**config.mk**
```make
export PLATFORM = sky130hd
export DESIGN_NAME = read_from_cache_flat
export DESIGN_NICKNAME = d
export VERILOG_FILES = /design/src/rtl/read_from_cache_pkg.sv /design/src/rtl/read_from_cache_if.sv /design/src/rtl/read_from_cache_mux.sv /design/src/rtl/read_from_cache.sv /design/src/flat_wrapper.sv
export SDC_FILE = /design/constraint.sdc
export NUM_CORES = 1
export LEC_CHECK = 0
export CORE_MARGIN = 5
export CORE_UTILIZATION = 40
export CTS_BUF_LIST = sky130_fd_sc_hd__clkbuf_4
export DETAILED_ROUTE_END_ITERATION = 10
export PLACE_DENSITY = 0.89
export SYNTH_ARGS = -nofsm -noshare
export SYNTH_HDL_FRONTEND = slang
export SYNTH_HIERARCHICAL = 1
export SYNTH_SLANG_ARGS = --single-unit
```
**constraint.sdc**
```tcl
create_clock -name clk -period 6.3 [get_ports clk]
set_input_delay 1.575 -clock clk [delete_from_list [all_inputs] [get_ports clk]]
set_output_delay 1.575 -clock clk [all_outputs]
set_load 0.01 [all_outputs]
```
**src/rtl/read_from_cache_pkg.sv**
```systemverilog
// Shared types and defaults for the cache read path.
// Holds the read FSM state enum and the one-hot check helper.
package cache_pkg;

    localparam int DEF_NUM_WAYS   = 4;
    localparam int DEF_DATA_WIDTH = 32;

    typedef enum logic [1:0] {
        IDLE,
        READ,
        RESP
    } state_e;

    function automatic logic is_onehot(input logic [DEF_NUM_WAYS-1:0] v);
        return $countones(v) == 1;
    endfunction

endpackage

```
**src/rtl/read_from_cache_if.sv**
```systemverilog
// CPU-side request/response handshake bundle of the cache read path.
// Optional READ_FROM_CACHE_PARITY_EN adds respParityErr.
interface read_from_cache_if
    import cache_pkg::*;
#(
    parameter int NUM_WAYS   = DEF_NUM_WAYS,
    parameter int DATA_WIDTH = DEF_DATA_WIDTH
);

    logic                  reqValid;
    logic                  reqReady;
    logic [NUM_WAYS-1:0]   targetWay;
    logic                  respValid;
    logic                  respReady;
    logic [DATA_WIDTH-1:0] respData;
    logic                  respErr;
`ifdef READ_FROM_CACHE_PARITY_EN
    logic                  respParityErr;

    modport master (
        output reqValid, targetWay, respReady,
        input  reqReady, respValid, respData, respErr, respParityErr
    );

    modport slave (
        input  reqValid, targetWay, respReady,
        output reqReady, respValid, respData, respErr, respParityErr
    );
`else
    modport master (
        output reqValid, targetWay, respReady,
        input  reqReady, respValid, respData, respErr
    );

    modport slave (
        input  reqValid, targetWay, respReady,
        output reqReady, respValid, respData, respErr
    );
`endif

endinterface

```
**src/rtl/read_from_cache_mux.sv**
```systemverilog
// One-hot AND-OR selector of one DATA_WIDTH slice out of NUM_WAYS words.
module way_select_mux #(
    parameter int NUM_WAYS   = 4,
    parameter int DATA_WIDTH = 32
) (
    input  logic [NUM_WAYS-1:0]            sel_i,
    input  logic [NUM_WAYS*DATA_WIDTH-1:0] data_i,
    output logic [DATA_WIDTH-1:0]          data_o
);

    always_comb begin
        data_o = '0;
        for (int i = 0; i < NUM_WAYS; i++) begin
            data_o = data_o | (data_i[i*DATA_WIDTH +: DATA_WIDTH] & {DATA_WIDTH{sel_i[i]}});
        end
    end

endmodule

```
**src/rtl/read_from_cache.sv**
```systemverilog
// Cache read path: pulses one way's read enable, waits the array latency,
// returns the word over valid/ready. Option: READ_FROM_CACHE_PARITY_EN.
module read_from_cache
    import cache_pkg::*;
#(
    parameter int NUM_WAYS     = DEF_NUM_WAYS,
    parameter int DATA_WIDTH   = DEF_DATA_WIDTH,
    parameter int READ_LATENCY = 1
) (
    input  logic                           clk,
    input  logic                           rst_n,
    read_from_cache_if.slave               cpu,
    output logic [NUM_WAYS-1:0]            wayREn,
    input  logic [NUM_WAYS*DATA_WIDTH-1:0] wayDataOut
`ifdef READ_FROM_CACHE_PARITY_EN
    ,
    input  logic [NUM_WAYS-1:0]            wayParity
`endif
);

    localparam int             CW  = 3;
    localparam logic [CW-1:0]  LAT = CW'(READ_LATENCY);

    state_e                state_q;
    logic [CW-1:0]         cnt_q;
    logic [NUM_WAYS-1:0]   way_q;
    logic [NUM_WAYS-1:0]   wren_q;
    logic                  req_rdy_q;
    logic                  resp_vld_q;
    logic                  resp_err_q;
    logic [DATA_WIDTH-1:0] resp_data_q;
    logic [DATA_WIDTH-1:0] sel_data;
    logic                  par_err_d;

    way_select_mux #(
        .NUM_WAYS   (NUM_WAYS),
        .DATA_WIDTH (DATA_WIDTH)
    ) u_mux (
        .sel_i  (way_q),
        .data_i (wayDataOut),
        .data_o (sel_data)
    );

`ifdef READ_FROM_CACHE_PARITY_EN
    logic par_err_q;
    assign par_err_d         = (^sel_data) ^ (|(wayParity & way_q));
    assign cpu.respParityErr = par_err_q;
`else
    assign par_err_d = 1'b0;
`endif

    always_ff @(posedge clk) begin
        if (!rst_n) begin
            state_q     <= IDLE;
            cnt_q       <= '0;
            way_q       <= '0;
            wren_q      <= '0;
            req_rdy_q   <= 1'b1;
            resp_vld_q  <= 1'b0;
            resp_err_q  <= 1'b0;
            resp_data_q <= '0;
`ifdef READ_FROM_CACHE_PARITY_EN
            par_err_q   <= 1'b0;
`endif
        end else begin
            wren_q <= '0;
            unique case (state_q)
                IDLE: begin
                    if (cpu.reqValid && req_rdy_q) begin
                        way_q     <= cpu.targetWay;
                        cnt_q     <= '0;
                        req_rdy_q <= 1'b0;
                        if (is_onehot(cpu.targetWay)) begin
                            state_q <= READ;
                            wren_q  <= cpu.targetWay;
                        end else begin
                            // Bad way select: answer immediately, never touch the arrays
                            state_q     <= RESP;
                            resp_vld_q  <= 1'b1;
                            resp_err_q  <= 1'b1;
                            resp_data_q <= '0;
`ifdef READ_FROM_CACHE_PARITY_EN
                            par_err_q   <= 1'b0;
`endif
                        end
                    end
                end
                READ: begin
                    cnt_q <= cnt_q + 1'b1;
                    if (cnt_q == LAT) begin
                        state_q     <= RESP;
                        resp_vld_q  <= 1'b1;
                        resp_err_q  <= 1'b0;
                        resp_data_q <= sel_data;
`ifdef READ_FROM_CACHE_PARITY_EN
                        par_err_q   <= par_err_d;
`endif
                    end
                end
                RESP: begin
                    if (cpu.respReady) begin
                        state_q    <= IDLE;
                        resp_vld_q <= 1'b0;
                        req_rdy_q  <= 1'b1;
                    end
                end
                default: state_q <= IDLE;
            endcase
        end
    end

    assign cpu.reqReady  = req_rdy_q;
    assign cpu.respValid = resp_vld_q;
    assign cpu.respData  = resp_data_q;
    assign cpu.respErr   = resp_err_q;
    assign wayREn        = wren_q;

    logic unused_par;
    assign unused_par = par_err_d;

endmodule

```
**src/flat_wrapper.sv**
```systemverilog
// flat-port wrapper written by rule: the top's interface ports become plain ports
module read_from_cache_flat import cache_pkg::*;
#(
    parameter int NUM_WAYS     = DEF_NUM_WAYS,
    parameter int DATA_WIDTH   = DEF_DATA_WIDTH,
    parameter int READ_LATENCY = 1
)
  (clk, rst_n, wayREn, wayDataOut, cpu_reqValid, cpu_targetWay, cpu_respReady, cpu_reqReady, cpu_respValid, cpu_respData, cpu_respErr);
  read_from_cache_if #(.NUM_WAYS(NUM_WAYS), .DATA_WIDTH(DATA_WIDTH)) cpu_i ();
  input  logic clk;
  input  logic rst_n;
  output logic [NUM_WAYS-1:0] wayREn;
  input  logic [NUM_WAYS*DATA_WIDTH-1:0] wayDataOut;
  input wire logic [$bits(cpu_i.reqValid)-1:0] cpu_reqValid;
  input wire logic [$bits(cpu_i.targetWay)-1:0] cpu_targetWay;
  input wire logic [$bits(cpu_i.respReady)-1:0] cpu_respReady;
  output wire logic [$bits(cpu_i.reqReady)-1:0] cpu_reqReady;
  output wire logic [$bits(cpu_i.respValid)-1:0] cpu_respValid;
  output wire logic [$bits(cpu_i.respData)-1:0] cpu_respData;
  output wire logic [$bits(cpu_i.respErr)-1:0] cpu_respErr;
  assign cpu_i.reqValid = cpu_reqValid;
  assign cpu_i.targetWay = cpu_targetWay;
  assign cpu_i.respReady = cpu_respReady;
  assign cpu_reqReady = cpu_i.reqReady;
  assign cpu_respValid = cpu_i.respValid;
  assign cpu_respData = cpu_i.respData;
  assign cpu_respErr = cpu_i.respErr;
  read_from_cache #(.NUM_WAYS(NUM_WAYS), .DATA_WIDTH(DATA_WIDTH), .READ_LATENCY(READ_LATENCY)) u_core (.clk(clk), .rst_n(rst_n), .cpu(cpu_i), .wayREn(wayREn), .wayDataOut(wayDataOut));
endmodule
```
### After elaboration in Yosys (flattened, before gate mapping)

Cells that the tools add are included.

* register bits: 48
* input bits: 136
* output and inout bits: 39

* add/sub/neg operators: 4
* equal/unequal tests: 8
* muxes and demuxes: 21
* bitwise gates (word level): 7
* reduce and logical (&&, ||, !) cells: 12

Operators with widths (number)
* $and 32x32->32: 4
* $mux 32: 3
* $or 32x32->32: 3
* $pmux 32 s2: 1
* $add 32x32->32: 1
* $eq 32x2->1 const B: 1
* $mux 2: 4
* $reduce_and 4->1: 2
* $mux 1: 7
* $pmux 2 s3: 1
* $pmux 3 s2: 1
* $reduce_and 3->1: 2
* $reduce_and 5->1: 1
* $add 1x1->2: 2
* $ne 2x1->1 const B: 2
* $ne 2x2->1 const B: 2
* $pmux 1 s2: 2
* $reduce_and 2->1: 2
* $reduce_bool 2->1: 2
* $add 3x1->3 const B: 1
* $eq 3x1->1 const B: 1
* $mux 3: 1
* $pmux 1 s3: 1
* $reduce_bool 3->1: 1
* other kinds (4): 4

### Logic depth before layout (Yosys ltp)

Gate-level depths: netlist of the first run.

* depth after elaboration: 6
* gate-level depth with buffers: 11
* gate-level depth less buffers: 9

### Hierarchy

Netlist of the first run, hierarchy kept.

Modules (own cells, without submodules)
* read_from_cache: times used 1, cells an instance 168, area an instance 1870.5 um2, sequential area each 960.9 um2
* way_select_mux: times used 1, cells an instance 108, area an instance 705.7 um2, sequential area each 0.0 um2

### Worst setup path before layout of the first run

No wires, ideal clock.

* path type: input port to flip-flop
* start point: in cpu_targetWay[0]
* end point: reg u_core.resp_data_q[0] (netlist: u_core/cpu.respData[0])
* data arrival time: 3631 ps
* setup slack: 2552 ps
* cell stages on the path: 11
* cells stage by stage: inv_1 > fa_1 > inv_1 > ha_1 > ha_1 > nor3b_4 > nand2_2 > and4_4 > buf_6 > buf_8 > a22o_1

* longest elaborated chain between the ends: 5

Ends and longest elaborated chain
* from (decl): RTL line flat_wrapper.sv:15 `input wire logic [$bits(cpu_i.targetWay)-1:0] cpu_targetWay;`
* $add 1x1->2 (implied by the code): RTL line read_from_cache_pkg.sv:15 `return $countones(v) == 1;`
* $add 32x32->32 (implied by the code): RTL line read_from_cache_pkg.sv:15
* $eq 32x2->1: RTL line read_from_cache_pkg.sv:15
* $ne 2x2->1 (no source line)
* $reduce_and 4->1 (no source line)
* to (signal assigned): RTL line read_from_cache.sv:94 `resp_data_q <= sel_data;`
* to (decl): RTL line read_from_cache.sv:31 `logic [DATA_WIDTH-1:0] resp_data_q;`

No other way between the ends.
A chain may end at the register's enable or synchronous reset.

### Worst setup path in the final report of the first run

* start point: in cpu_targetWay[1]
* end point: reg u_core.resp_data_q[17] (netlist: u_core/cpu.respData[17])

The elaborated chain is that of the path after synthesis.

==> out/summary.txt, run 1 <==
number of diodes: 0
P_sw: 312 uW
1st-iter DRT viols: 134
post-synthesis sequential area ratio: 0.373
M1 wire length: 3630 um
clk_skew: 0.0134 ns
outcome: complete, no violations
power per cell area: 218 nW/um^2
Core Region: 6310 um^2
clock root cell: clkbuf_4
global route total overflow: 0
Hold Vio Cnt, Final: 0
Clock Pin Slew Worst Setup and Hold Paths: 0.15 ns
metal3 WL: 724 um
post-layout min period: 3.98 ns
ANT nets after route: 0
share of the synthesized area in the top cell type: 0.373
Sw Share: 0.329
maximum buffer depth of the clock tree: 2
global placement routability congestion: 0.805
fin crit share: 0.632
Final TNS setup: 0 ns
DR vias: 2,776
Tightest Hold Check Type: reg -> reg
top post-synthesis cells by count: a22oi_1 (64), dfxtp_1 (48), nand2_1 (40)
FF-to-FF Start: u_core/state_q[1]
synthesis-stage register bit count: 48
worst endpoint data arrival time: 4.29 ns
Netlist Area Pre-Place: 2580 um^2
I/O pin cnt: 175
final WL: 9170 um
combinational share of power: 0.367
f_max: 251 MHz
met2 WL: 4690 um
mean post-synth cell area: 9.33 um^2
DP HPWL: 6900 um
Reg power frac: 0.394
# port buffers: 174
setup repair bufs after CTS: 0
Least-Margin Pin Slew: 1.33 ns
Crit. End Element: flip-flop
Die Area: 8150 um^2
first-pass GRT wire length: 14,900 um
Die W: 90.3 um
required time worst endpoint: 6.61 ns
area leader, netlist: dfxtp_1
number of core rows: 29
worst reg2reg path endpoint: u_core/cpu.respData[17]
Max-Cap Viols: 0
Hold Path Depth: 1
post-CTS resize count: 0
Die Span Y: 90.3 um
Worst VDD drop: 0.203 mV
Cells after Synth: 276
Synth area leaders: dfxtp_1 (37%), a22oi_1 (19%), a22o_1 (11%), nand2_1 (5.8%), buf_6 (3.5%)
vias per cell: 5.39
drt pass-1 iters: 4
Hold Path Sink: u_core/cpu.respData[23]
worst hold path startpoint: u_core/cpu.respData[23]
synthesis-to-layout area growth: 68.5%
placed insts: 507
P_int: 636 uW
CTS tree: done
ys flop type: dfxtp_1
number of buffers created by CTS: 5
vias in the first global route: 2,948
worst reg2reg path depth: 7
CP Max Fanout: 32
worst rel slew slack: 0.112
Initial Util: 0.408
ys async rst share: 0
unrepaired setup endpoints after global routing: no
fraction of layout cells with a size suffix above 1: 0.0457
Yosys cell types: 38
CTS sink cnt: 48
non-filler cells in the finished layout: 515
Post-synth EDFFs: 0
WL per Instance: 17.8 um
total power: 947 uW
crit path launch type: input pin
critical path type: in -> reg
clock share of power: 0.240
Clock Latency Late Sink: 0.37 ns
post-layout util: 0.687
# hold bufs at CTS: 0
top layer in use: met4
r2r setup slk: 4.37 ns
initial antenna violation count: 0
# setup viols final: 0
max-slew violations: 0
H-tree depth: 2
synth warn: 6
largest net degree at the start of global routing: 34
nets: 581
most frequent cell after synthesis: a22oi_1
DR DRC count: 0
syn nets: 420
total track usage: 0.220
LEAKAGE: 1.74 nW
-- sequential cells by signal, indices dropped and copies added, names as in the netlist --
name                  flops
u_core/cpu.respValid      1
u_core/state_q            2
u_core/cpu.reqReady       1
u_core/way_q              4
u_core/wayREn             4
u_core/cpu.respData      32
u_core/cpu.respErr        1
u_core/cnt_q              3
-- worst max path at each step --
stage | slack, ns | endpoint | start
CTS | 2.33 | u_core/cpu.respData[31] | cpu_targetWay[0]
detailed placement | 1.94 | u_core/cpu.respData[7] | cpu_targetWay[0]
global route | 2.15 | u_core/cpu.respData[16] | cpu_targetWay[0]
floorplan | 2.55 | u_core/cpu.respData[0] | cpu_targetWay[0]
finish | 2.32 | u_core/cpu.respData[17] | cpu_targetWay[1]
global placement | 2.02 | u_core/cpu.respData[26] | cpu_targetWay[0]
-- worst max-delay path: stages --
cell             delay, ns
clkdlybuf4s50_1       0.48
inv_1                 0.08
fa_1                  0.51
inv_1                 0.04
ha_1                  0.18
ha_1                  0.31
nor3b_4               0.33
o2bb2ai_2             0.11
a21boi_2              0.13
buf_4                 0.33
a22o_1                0.20
-- final cells by class --
| cell class | count | area (um^2) |
|---|---|---|
| Fill cell | 491 | 1970 |
| Timing Repair Buffer | 176 | 1760 |
| Tap cell | 77 | 96.3 |
| Clock inverter | 3 | 68.8 |
| Inverter | 13 | 48.8 |
| Clock buffer | 5 | 37.5 |
| Sequential cell | 48 | 961 |
| Multi-Input combinational cell | 193 | 1370 |
-- through the flow --
step / hold WS [ns] / setup WS, ns / instance area [um^2]
after detailed placement: 0.464 / 1.94 / 4230
after global placement: 0.458 / 2.02 / 4230
after global routing: 0.514 / 2.15 / 4340
after CTS: 0.503 / 2.33 / 4340
final: 0.499 / 2.32 / 4340
after floorplan: 0.453 / 2.55 / 2580
-- per-layer routing --
metal | vias up | global-route usage
met5 | - | 0
met4 | 0 | 0.0633
met3 | 11 | 0.0508
met2 | 122 | 0.391
met1 | 1288 | 0.263
li1 | 1355 | -
-- power by group through the flow --
stage / clock network [mW] / registers, mW / logic, mW
after CTS: 0.233 / 0.372 / 0.347
final: 0.227 / 0.373 / 0.347
after floorplan: 0 / 0.353 / 0.230
after detailed placement: 0 / 0.379 / 0.345
after global placement: 0 / 0.377 / 0.339
after global routing: 0.246 / 0.378 / 0.380
-- cells in the final DEF, fill, tap and decap left out, types with 6 or more instances in the layout --
cell	synthesis	final
dfxtp_1	48	48
clkdlybuf4s50_1	0	174
a21oi_1	6	6
inv_1	13	13
nand2_1	40	40
nor2_1	6	6
a22oi_1	64	64
a22o_1	32	32
ha_1	7	7
-- cells by family (layout without fill, tap and decap cells) --
family                   Yosys count  count (layout)  synth area share
AO/OA/AOI/OAI                    116             116             0.356
adder cells (fa/ha/maj)            8               8            0.0418
buffers and inverters             35             197            0.0947
flip-flops                        48              48             0.373
multiplexers                       2               2           0.00777
AND/OR/NAND/NOR                   67              67             0.126
Note: power is estimated with default switching activity, not from simulation.
==> run 2: changes to the inputs <==
--- a/config.mk
+++ b/config.mk
@@ -6,10 +6,10 @@
 export NUM_CORES = 1
 export LEC_CHECK = 0
 export CORE_MARGIN = 5
-export CORE_UTILIZATION = 40
+export CORE_UTILIZATION = 37
 export CTS_BUF_LIST = sky130_fd_sc_hd__clkbuf_4
 export DETAILED_ROUTE_END_ITERATION = 10
-export PLACE_DENSITY = 0.89
+export PLACE_DENSITY = 0.83
 export SYNTH_ARGS = -nofsm -noshare
 export SYNTH_HDL_FRONTEND = slang
 export SYNTH_HIERARCHICAL = 1
==> constraint.sdc (replaced) <==
create_clock -name clk -period 3.9 [get_ports clk]
set_input_delay 0.975 -clock clk [delete_from_list [all_inputs] [get_ports clk]]
set_output_delay 0.975 -clock clk [all_outputs]
set_load 0.01 [all_outputs]
==> run 2 against run 1 <==
  * Count of clock-buffer cells in the layout stayed put
  * Critical path depth shrank 1
  * Global-route usage down 2.3 points
  * Die area up 7.2%
  * Cell count rose by 3.7%
  * First-iteration DRC count down 41%
  * Sequential cell count unchanged
  * Register-to-register slack worse by 2.4 ns
  * Sequential share of layout area increased by 0.077 points
  * Utilization down 5.1 points
  * Worst hold slack got worse by 0.0063 ns
  * Sequential power is 61% higher
==> out/summary.txt, run 2 (same netlist as run 1, synthesis figures left out) <==
Max-Cap Viols: 0 (unchanged)
dpl cell area: 4270 um^2 (+0.86%)
CTS sink cnt: 48 (unchanged)
required time worst endpoint: 4.15 ns (-2.46 ns)
FF-to-FF Start: u_core/state_q[0]
DR DRC count: 0 (unchanged)
number of core rows: 30 (+3.4%)
clock root cell: clkbuf_4
setup repair bufs after CTS: 0 (unchanged)
number of diodes: 0 (unchanged)
CTS tree: done
# setup viols final: 0 (unchanged)
Final TNS setup: 0 ns (unchanged)
WL per Instance: 16.9 um (-5.3%)
most common cell after layout, fill and taps aside: clkdlybuf4s50_1
total power: 1.39 mW (+47%)
H-tree depth: 2 (unchanged)
Least-Margin Pin Slew: 1.32 ns (-0.00556 ns)
post-CTS resize count: 0 (unchanged)
Worst VDD drop: 0.327 mV (+61%)
Initial Util: 0.379 (-0.0289)
nets: 581 (unchanged)
worst hold path startpoint: u_core/cpu.respData[19]
fin crit share: 0.850
Die W: 93.4 um (+3.5%)
fraction of layout cells with a size suffix above 1: 0.0434 (-0.00228)
max-slew violations: 0 (unchanged)
Fillers: 596 (+21%)
number of buffers created by CTS: 5 (unchanged)
1st-iter DRT viols: 79 (-41%)
Clock Pin Slew Worst Setup and Hold Paths: 0.13 ns (-0.02 ns)
global route total overflow: 0 (unchanged)
Final Instance Area: 4330 um^2 (-0.35%)
Crit. End Element: flip-flop
global placement routability congestion: 0.806 (+0.19%)
maximum buffer depth of the clock tree: 2 (unchanged)
vias per cell: 5.21 (-3.3%)
Tightest Hold Check Type: reg -> reg
unrepaired setup endpoints after global routing: no
first-pass GRT wire length: 13,900 um (-7.2%)
Core Region: 6790 um^2 (+7.6%)
post-layout util: 0.637 (-0.0508)
power per cell area: 322 nW/um^2 (+48%)
Die Span Y: 93.4 um (+3.5%)
final WL: 9010 um (-1.8%)
most frequent cells in the layout: clkdlybuf4s50_1 (174), a22oi_1 (64), dfxtp_1 (48)
crit path launch type: input pin
vias in the first global route: 2,924 (-0.81%)
CP Max Fanout: 32 (unchanged)
largest net degree at the start of global routing: 34 (unchanged)
worst rel slew slack: 0.116 (+0.00371)
post-layout min period: 3.32 ns
r2r setup slk: 1.96 ns (-2.41 ns)
f_max: 302 MHz
worst endpoint data arrival time: 3.57 ns (-0.72 ns)
Die Area: 8730 um^2 (+7.2%)
# port buffers: 174 (unchanged)
initial antenna violation count: 0 (unchanged)
Hold Path Sink: u_core/cpu.respData[19]
outcome: complete, no violations
critical path type: in -> reg
LEAKAGE: 1.72 nW (-1.1%)
# hold bufs at CTS: 0 (unchanged)
synthesis-to-layout area growth: 67.9%
max reg flops: 32 (unchanged)
total track usage: 0.197 (-0.0231)
Hold Path Depth: 1 (unchanged)
worst reg2reg path depth: 6 (-1)
Clock Latency Late Sink: 0.36 ns (about the same)
DP HPWL: 6920 um (+0.20%)
Hold Vio Cnt, Final: 0 (unchanged)
DR vias: 2,782 (+0.22%)
I/O pin cnt: 175 (unchanged)
worst reg2reg path endpoint: u_core/cpu.respData[10]
drt pass-1 iters: 4 (unchanged)
ANT nets after route: 0 (unchanged)
clk_skew: 0.0189 ns (+0.00548 ns)
[run 2: cell count changes in the layout (fill, tap and decap cells not counted), sizes merged]
cell    change
bufinv      -2
clkinv      +2
[run 2: stage by stage]
step | worst slack (ns) | instances | hold slack [ns]
floorplan | 0.752 | 276 | 0.453
global placement | 0.282 | 526 | 0.461
detailed placement | 0.205 | 526 | 0.462
CTS | 0.596 | 534 | 0.498
global route | 0.458 | 534 | 0.511
finish | 0.585 | 534 | 0.493
[run 2: layout make-up]
type	count	area [um^2]	area share
tap	96	120	0.0278
sequential	48	961	0.222
timing repair buffer	176	1770	0.409
multi-input combinational	193	1370	0.317
inverter	13	48.8	0.0113
clock inverter	3	17.5	0.00405
clock buffer	5	37.5	0.00868
[run 2: worst max path at each step]
stage	slack, ns	start	end	depth (start not counted)
final	0.58	cpu_targetWay[0]	u_core/cpu.respData[10]	10
after global routing	0.46	cpu_targetWay[0]	u_core/cpu.respData[17]	11
after CTS	0.60	cpu_targetWay[0]	u_core/cpu.respData[17]	10
after detailed placement	0.20	cpu_targetWay[0]	u_core/cpu.respData[6]	10
after global placement	0.28	cpu_targetWay[0]	u_core/cpu.respData[26]	10
after floorplan	0.75	cpu_targetWay[0]	u_core/cpu.respData[0]	11
[run 2: critical path, stage by stage]
cell             delay (ns)
clkdlybuf4s50_1        0.47
inv_1                  0.07
fa_1                   0.54
inv_1                  0.04
ha_1                   0.18
ha_1                   0.31
nor3b_4                0.32
nand2_2                0.11
and4_4                 0.32
a22o_1                 0.22
[run 2: report_power, final]
group	internal, mW	switching, mW	total (mW)	leakage, nW
logic	0.308	0.261	0.569	1.30
registers	0.523	0.0794	0.602	0.388
clock network	0.0698	0.153	0.223	0.0330
total	0.901	0.493	1.39	1.72
[run 2: routing by layer]
metal	share of wire	vias to the layer above	GRT usage
met5	0	-	0
met4	0.020	0	0.0708
met3	0.071	17	0.0523
met2	0.52	103	0.362
met1	0.39	1301	0.215
li1	-	1361	-
